**config.mk**
```make
export PLATFORM = sky130hd
export DESIGN_NAME = banner_scroll_ctrl
export DESIGN_NICKNAME = d
export VERILOG_FILES = /design/src/rtl/banner_pkg.sv /design/src/rtl/banner_window_sel.sv /design/src/rtl/banner_scroll_ctrl.sv
export SDC_FILE = /design/constraint.sdc
export NUM_CORES = 1
export LEC_CHECK = 0
export CELL_PAD_IN_SITES_DETAIL_PLACEMENT = 1
export CELL_PAD_IN_SITES_GLOBAL_PLACEMENT = 2
export CORE_MARGIN = 1
export CORE_UTILIZATION = 41
export DETAILED_ROUTE_END_ITERATION = 7
export DONT_BUFFER_PORTS = 1
export PLACE_DENSITY_LB_ADDON = 0.15
export RECOVER_POWER = 25
export SLEW_MARGIN = 20
export SYNTH_ARGS = -nofsm -noshare
export SYNTH_HDL_FRONTEND = slang
export SYNTH_SLANG_ARGS = --single-unit
```
**constraint.sdc**
```tcl
create_clock -name clk -period 6.45 [get_ports clk]
set_input_delay 1.29 -clock clk [delete_from_list [all_inputs] [get_ports clk]]
set_output_delay 1.29 -clock clk [all_outputs]
set_load 0.05 [all_outputs]
```
**src/rtl/banner_pkg.sv**
```systemverilog
// banner_pkg: shared geometry constants and sequencer state encoding
package banner_pkg;
  localparam int ROWS   = 15;
  localparam int WORD_W = 70;
  localparam int WIN_W  = 16;
  localparam int ADDR_W = 5;
  localparam int OFF_W  = 7;
  typedef enum logic [2:0] {IDLE, ISSUE, FETCH, PRESENT, FRAME_END} state_t;
endpackage

```
**src/rtl/banner_window_sel.sv**
```systemverilog
// banner_window_sel: picks WIN_W columns starting at offset, wrapping past the last column
module banner_window_sel import banner_pkg::*; (
  input  logic [WORD_W-1:0] rom_data,
  input  logic [OFF_W-1:0]  offset,
  output logic [WIN_W-1:0]  row_data_next
);
  for (genvar i = 0; i < WIN_W; i++) begin : g_col
    logic [OFF_W-1:0] s, w, c;
    assign s = offset + OFF_W'(i);
    assign w = (s >= OFF_W'(WORD_W)) ? s - OFF_W'(WORD_W) : s;
    assign c = OFF_W'(WORD_W - 1) - w;
    assign row_data_next[WIN_W-1-i] = rom_data[c];
  end
endmodule

```
**src/rtl/banner_scroll_ctrl.sv**
```systemverilog
// banner_scroll_ctrl: walks the banner ROM row by row and streams scrolled windows to the row driver
module banner_scroll_ctrl import banner_pkg::*; (
  input  logic              clk,
  input  logic              rst_n,
  input  logic              en,
  input  logic              pause,
  input  logic              tick,
  output logic [ADDR_W-1:0] rom_addr,
  input  logic [WORD_W-1:0] rom_data,
  output logic [WIN_W-1:0]  row_data,
  output logic [ADDR_W-1:0] row_idx,
  output logic              row_valid,
  input  logic              row_ready,
  output logic              frame_done,
  output logic [OFF_W-1:0]  offset,
  output logic              busy
);
  state_t state, nxt;
  logic [ADDR_W-1:0] row;
  logic [WIN_W-1:0] row_data_next;
  logic tick_pend;
  logic last_row;

  assign last_row = row == ADDR_W'(ROWS - 1);

  banner_window_sel u_win (
    .rom_data(rom_data),
    .offset(offset),
    .row_data_next(row_data_next)
  );

  // state register
  always_ff @(posedge clk or negedge rst_n)
    if (!rst_n) state <= IDLE;
    else state <= nxt;

  // next-state and frame status decode
  always_comb begin
    nxt = state;
    frame_done = state == FRAME_END;
    busy = state != IDLE;
    case (state)
      IDLE:      nxt = en ? ISSUE : IDLE;
      ISSUE:     nxt = FETCH;
      FETCH:     nxt = PRESENT;
      PRESENT:   nxt = row_ready ? (last_row ? FRAME_END : ISSUE) : PRESENT;
      FRAME_END: nxt = en ? ISSUE : IDLE;
      default:   nxt = IDLE;
    endcase
  end

  // row walk, ROM address, presented row, tick latch and scroll offset
  always_ff @(posedge clk or negedge rst_n)
    if (!rst_n) begin
      row <= '0;
      rom_addr <= '0;
      row_data <= '0;
      row_idx <= '0;
      row_valid <= 1'b0;
      offset <= '0;
      tick_pend <= 1'b0;
    end else begin
      tick_pend <= (state == FRAME_END) ? tick : (tick_pend | tick);
      case (state)
        IDLE:  row <= '0;
        ISSUE: rom_addr <= row;
        FETCH: begin
          row_data <= row_data_next;
          row_idx <= row;
          row_valid <= 1'b1;
        end
        PRESENT: if (row_ready) begin
          row_valid <= 1'b0;
          if (!last_row) row <= row + ADDR_W'(1);
        end
        FRAME_END: begin
          row <= '0;
          if (tick_pend && !pause)
            offset <= (offset == OFF_W'(WORD_W - 1)) ? '0 : offset + OFF_W'(1);
        end
        default: ;
      endcase
    end
endmodule

```
==> results.json, run 1 <==
{
  "period_minus_slack_ps": 5730,
  "clock_latency_ps": 350,
  "grt_max_degree": 57,
  "num_rows": 70,
  "p_sw_share_pct": 55.7,
  "synthTopCellsByArea": "mux4_2 (14%), mux2i_1 (8.9%), dfrtp_1 (7.1%)",
  "diodes": 0,
  "cpLargestDelayFamily": "compound AO/OA/AOI/OAI gates",
  "synth_fa_ha_area_share_pct": 3.77,
  "internal-power_uw": 791,
  "wire_per_inst_um": 30.5,
  "drt_iter0_drc": 1514,
  "final-setup-viol-count": 0,
  "port_buffers": 0,
  "synthSimpleGateAreaFrac_pct": 19.2,
  "synth-xor-area-share_pct": 9.57,
  "cp_max_fo": 16,
  "nets": 1937,
  "finalPower_mw": 1.79,
  "place_congestion": 0.961,
  "finalSetupTns_ps": 0,
  "post_cts_resized": 0,
  "yosys_warnings": 0,
  "crit_chain": "inv_2 > ha_1 > nor2b_1 > or3_1 > and2_0 > o41ai_2 > xnor2_1 > ha_1 > and3_4 > a211oi_4 > mux4_1 > mux2i_1 > mux2i_1 > mux2i_1 > a311oi_1",
  "grt-ovfl-total": 0,
  "synth_top_family_by_area": "multiplexers",
  "synth_seq_cells": 43,
  "yosysMostFrequentCell": "nand2_1",
  "dpl.cell_count": 2276,
  "synth_compound_area_share_pct": 25.9,
  "min_to": "tick_pend",
  "layoutNonFillerInstCount": 2284,
  "via_count": 16505,
  "cp_slowest_cell": "o41ai_2",
  "start_util_pct": 41.7,
  "grt_first_pass_wirelength_um": 105000,
  "synth_top_area_cell": "mux4_2",
  "synth_flop_cell": "dfrtp_1",
  "cp.depth": 15,
  "syn_inst": 1870,
  "dieArea_um2": 38000,
  "pin_count": 112,
  "synth.mux.area_fraction_pct": 29.6,
  "syn-num-nets": 1992,
  "track_usage_pct": 36.3,
  "antenna_found_initial": 0,
  "end_kind": "flop",
  "seq_area_frac_synth_pct": 7.05,
  "clock_path_buffers": 2,
  "cts.sinks": 43,
  "drc_errors": 0,
  "pre_cts_ws_ps": 738,
  "r2r-end": "row_data[4]",
  "fin_ws_ps": 723,
  "postCtsSetupRepairBufs": 0,
  "skew_ps": 17.4,
  "synth_top_cell_area_share_pct": 14.0,
  "rr_worst_depth": 15,
  "slowest_delay_ps": 710,
  "cts_tree": "built",
  "crit_required_ps": 6660,
  "numCtsBuffers": 5,
  "vias_per_cell": 7.23,
  "start_kind": "flop",
  "power_frac_seq_pct": 40.4,
  "area_growth_syn_to_layout_pct": 4.61,
  "fill_cells": 4382,
  "hold_depth": 1,
  "p_clk_share_pct": 17.8,
  "r2r_slack_ps": 720,
  "slew_headroom_pct": 20.0,
  "cts.htree.levels": 2,
  "power.switching_uw": 996,
  "powerDensity_nw_per_um2": 112,
  "clkTransAtPathRegs_ps": 90,
  "grt_pass1_vias": 16405,
  "fp.dieH_um": 195,
  "crit_buf_inv": 1,
  "p_leak_nw": 5.73,
  "hold_violations": 0,
  "drive_above_1_share_pct": 19.1,
  "finalMaxSlewViolations": 0,
  "fmax_mhz": 175,
  "core_um2": 36600,
  "synth.avg_cell_area_um2": 8.16,
  "tightest_slew_ps": 1170,
  "synth_commonest_cells": "nand2_1 (170), nor2_1 (143), mux2i_1 (135)",
  "synth_edf_count": 0,
  "maxCapViolCount": 0,
  "drt_pass1_iterations": 6,
  "yosysUniqueCellTypes": 116,
  "dp_hpwl_um": 51800,
  "pwr-share-comb_pct": 41.7,
  "wl_um": 69600,
  "arrival_ps": 5930,
  "hp-start": "tick_pend",
  "cts_root_buf": "clkbuf_16",
  "ant_nets": 0,
  "die_w_um": 195,
  "ys_async_sr_fraction_pct": 100,
  "rsz0062_at_grt": "no",
  "final_area_um2": 16000,
  "crit_top_cell": "mux2i_1",
  "netlist_area_um2": 15300,
  "path_class": "reg2reg",
  "crit-reg2reg-launch": "offset[1]",
  "post-route-period-util_pct": 88.8,
  "holdCritPathClass": "reg2reg",
  "status": "completed",
  "ctsHoldBuffers": 0,
  "placed_area_um2": 15800,
  "peakVddDrop_uv": 107
}
## state kept, by name, summed over array words and instances (netlist names)
name,flops
row_valid,1
state,3
tick_pend,1
row_data,16
offset,7
row_idx,5
row,5
rom_addr,5
## cells in the final DEF, fill, tap and decap left out, types with 24 or more instances in the layout
| master | n |
|---|---|
| nand2_1 | 170 |
| nor2_1 | 142 |
| mux2i_1 | 133 |
| xnor2_1 | 110 |
| o21ai_0 | 106 |
| mux4_2 | 95 |
| a21oi_1 | 86 |
| mux2_2 | 86 |
| buf_4 | 67 |
| nor3_1 | 59 |
| nand3_1 | 53 |
| ha_1 | 46 |
| dfrtp_1 | 37 |
| a211oi_1 | 34 |
| o211ai_1 | 30 |
| a31oi_1 | 26 |
| inv_1 | 24 |
## worst max-delay path by stage
stage | startpoint | to | slack, ps
finish | offset[1] | row_data[4] | 720
global route | offset[1] | row_data[4] | 350
CTS | offset[1] | row_data[4] | 720
detailed placement | offset[1] | row_data[4] | 740
global placement | offset[1] | row_data[4] | 830
floorplan | offset[0] | row_data[4] | 200
## through the flow
step	util [%]	hold slack (ps)
floorplan	-	450
global placement	43.1	459
detailed placement	43.2	478
CTS	43.6	499
global route	43.6	514
finish	43.6	496
## cells by family after synthesis
kind of cell    after synthesis
simple gates                595
compound gates              551
mux                         318
buf+inv                     169
xor+xnor                    148
fa+ha+maj                    46
flops                        43
## per-layer routing
metal	GRT usage (%)	wire, um
met5	0	0
met4	18.5	3690
met3	5.48	5050
met2	60.5	33000
met1	45.5	27900
## power groups by stage
stage               registers, mW  clock network [mW]  logic [mW]
CTS                         0.722               0.323       0.728
floorplan                   0.673                   0       0.503
detailed placement          0.728                   0       0.725
finish                      0.723               0.319       0.746
global placement            0.725                   0       0.706
global route                0.733               0.326       0.792
## final cells by class
| type | instances | area, um2 | area share, % |
|---|---|---|---|
| inverter | 39 | 146 | 0.917 |
| clock inverter | 3 | 23.8 | 0.149 |
| tap | 468 | 586 | 3.67 |
| timing repair buffer | 68 | 523 | 3.28 |
| clock buffer | 5 | 125 | 0.784 |
| multi-input combinational | 1658 | 13500 | 84.4 |
| sequential | 43 | 1090 | 6.80 |
Power figures use the tool's default switching activity.
==> inputs of run 2 (changes only) <==
CAP_MARGIN = 20   (was not set)
CTS_BUF_LIST = sky130_fd_sc_hd__clkbuf_4   (was not set)
==> run 2 against run 1 <==
- combinational power barely moved
- worst hold slack lost 100 ps
- total power is 6.2% lower
- flip-flop and latch count stayed put
- setup slack gained 17 ps
- non-clock buffer count did not move
- cell count about the same
- maximum frequency is 0.29% higher
- register-to-register slack improved by 20 ps
- critical path type unchanged
- largest cell class unchanged
- largest power group unchanged
==> results.json, run 2 (synthesized netlist as in run 1, its figures left out) <==
{
  "status": "completed",
  "cts_tree": "built",
  "period_minus_slack_ps": 5710,
  "p_leak_nw": 5.69,
  "ctsHoldBuffers": 0,
  "post-route-period-util_pct": 88.5,
  "area_growth_syn_to_layout_pct": 4.07,
  "top_regs": "row_data (16), offset (7)",
  "port_buffers": 0,
  "core_um2": 36600,
  "ant_nets": 0,
  "final-setup-viol-count": 0,
  "pin_count": 112,
  "holdCritPathClass": "in2async",
  "grt_first_pass_wirelength_um": 105000,
  "grt_pass1_vias": 16398,
  "slew_headroom_pct": 18.2,
  "via_count": 16508,
  "post_cts_resized": 0,
  "fill_cells": 4392,
  "cts_root_buf": "clkbuf_4",
  "clock_latency_ps": 540,
  "dieArea_um2": 38000,
  "fmax_mhz": 175,
  "layout_commonest_cell": "nand2_1",
  "grt-ovfl-total": 0,
  "path_class": "reg2reg",
  "vias_per_cell": 7.22,
  "crit_required_ps": 6880,
  "cp_max_fo": 16,
  "layoutNonFillerInstCount": 2286,
  "regMostFlops": "row_data",
  "wire_per_inst_um": 30.5,
  "finalSetupTns_ps": 0,
  "fp.dieH_um": 195,
  "tightest_slew_ps": 1190,
  "powerDensity_nw_per_um2": 106,
  "skew_ps": 36.9,
  "whs_ps": 395,
  "numCtsBuffers": 5,
  "start_kind": "flop",
  "end_kind": "flop",
  "arrival_ps": 6140,
  "start_util_pct": 41.7,
  "utilization_pct": 43.4,
  "dp_hpwl_um": 51800,
  "postCtsSetupRepairBufs": 0,
  "drc_errors": 0,
  "hold_violations": 0,
  "peakVddDrop_uv": 103,
  "drt_pass1_iterations": 5,
  "cts.sinks": 43,
  "layout_common_cells": "nand2_1 (170), nor2_1 (142), mux2i_1 (133)",
  "largest_reg_flops": 16,
  "met3_usage_pct": 5.92,
  "place_congestion": 0.961,
  "cts.htree.levels": 2,
  "clkTransAtPathRegs_ps": 230,
  "rsz0062_at_grt": "no",
  "clock_path_buffers": 2,
  "nets": 1937,
  "drt_iter0_drc": 1575,
  "num_rows": 70,
  "die_w_um": 195,
  "track_usage_pct": 36.3,
  "grtUsageMet1_pct": 45.1,
  "maxCapViolCount": 0,
  "grt-busiest-layer": "met2",
  "grt_max_degree": 57,
  "wl_um": 69700,
  "finalMaxSlewViolations": 0,
  "use_met2_pct": 60.8,
  "antenna_found_initial": 2,
  "dpl.cell_count": 2276,
  "drive_above_1_share_pct": 19.1
}
run 2: where the power goes:
group / switching, mW / leakage (nW) / internal [mW]
clock network: 0.164 / 0.0278 / 0.0433
registers: 0.369 / 0.522 / 0.355
logic: 0.457 / 5.14 / 0.289
total: 0.989 / 5.69 / 0.687
run 2: area by class of cell:
class	instances	area, um2	share of cell area [%]
clock buffer	5	37.5	0.236
clock inverter	3	23.8	0.150
tap	468	586	3.69
inverter	39	146	0.922
timing repair buffer	68	523	3.29
antenna	2	5.00	0.0315
multi-input combinational	1658	13500	84.8
sequential	43	1090	6.84
run 2: final timing paths:
path / slack (ps) / startpoint / to / depth (start not counted)
setup reg to reg: 740 / offset[1] / row_data[4] / 15
hold reg to reg: 520 / tick_pend / tick_pend / 1
max in group asynchronous: 5860 / rst_n / offset[0] / 0
setup / recovery: 740 / offset[1] / row_data[4] / 15
hold / removal: 400 / rst_n / rom_addr[3] / 0
min in group clk: 520 / tick_pend / tick_pend / 1
run 2: worst max-delay path, cell delays in order (launching register included):
cell and delay [ps]:
dfrtp_2 500, inv_2 390, ha_1 350, nor2b_1 80, or3_1 360, and2_0 340
o41ai_2 720, xnor2_1 500, ha_1 420, and3_4 180, a211oi_4 600, mux4_1 640
mux2i_1 180, mux2i_1 110, mux2i_1 150, a311oi_1 110
run 2: metrics by stage:
| step | cell area (um2) | setup WS, ps | total power [mW] |
|---|---|---|---|
| after floorplan | 15300 | 196 | 1.18 |
| after global placement | 15800 | 828 | 1.43 |
| after detailed placement | 15800 | 738 | 1.45 |
| after CTS | 15900 | 741 | 1.66 |
| after global routing | 15900 | 371 | 1.74 |
| final | 15900 | 740 | 1.68 |
run 2: layer usage:
layer  vias up  routed length [um]
li1       7186                   -
met1      8324               27900
met2       802               33200
met3       196                5100
met4         0                3470
met5         -                   0
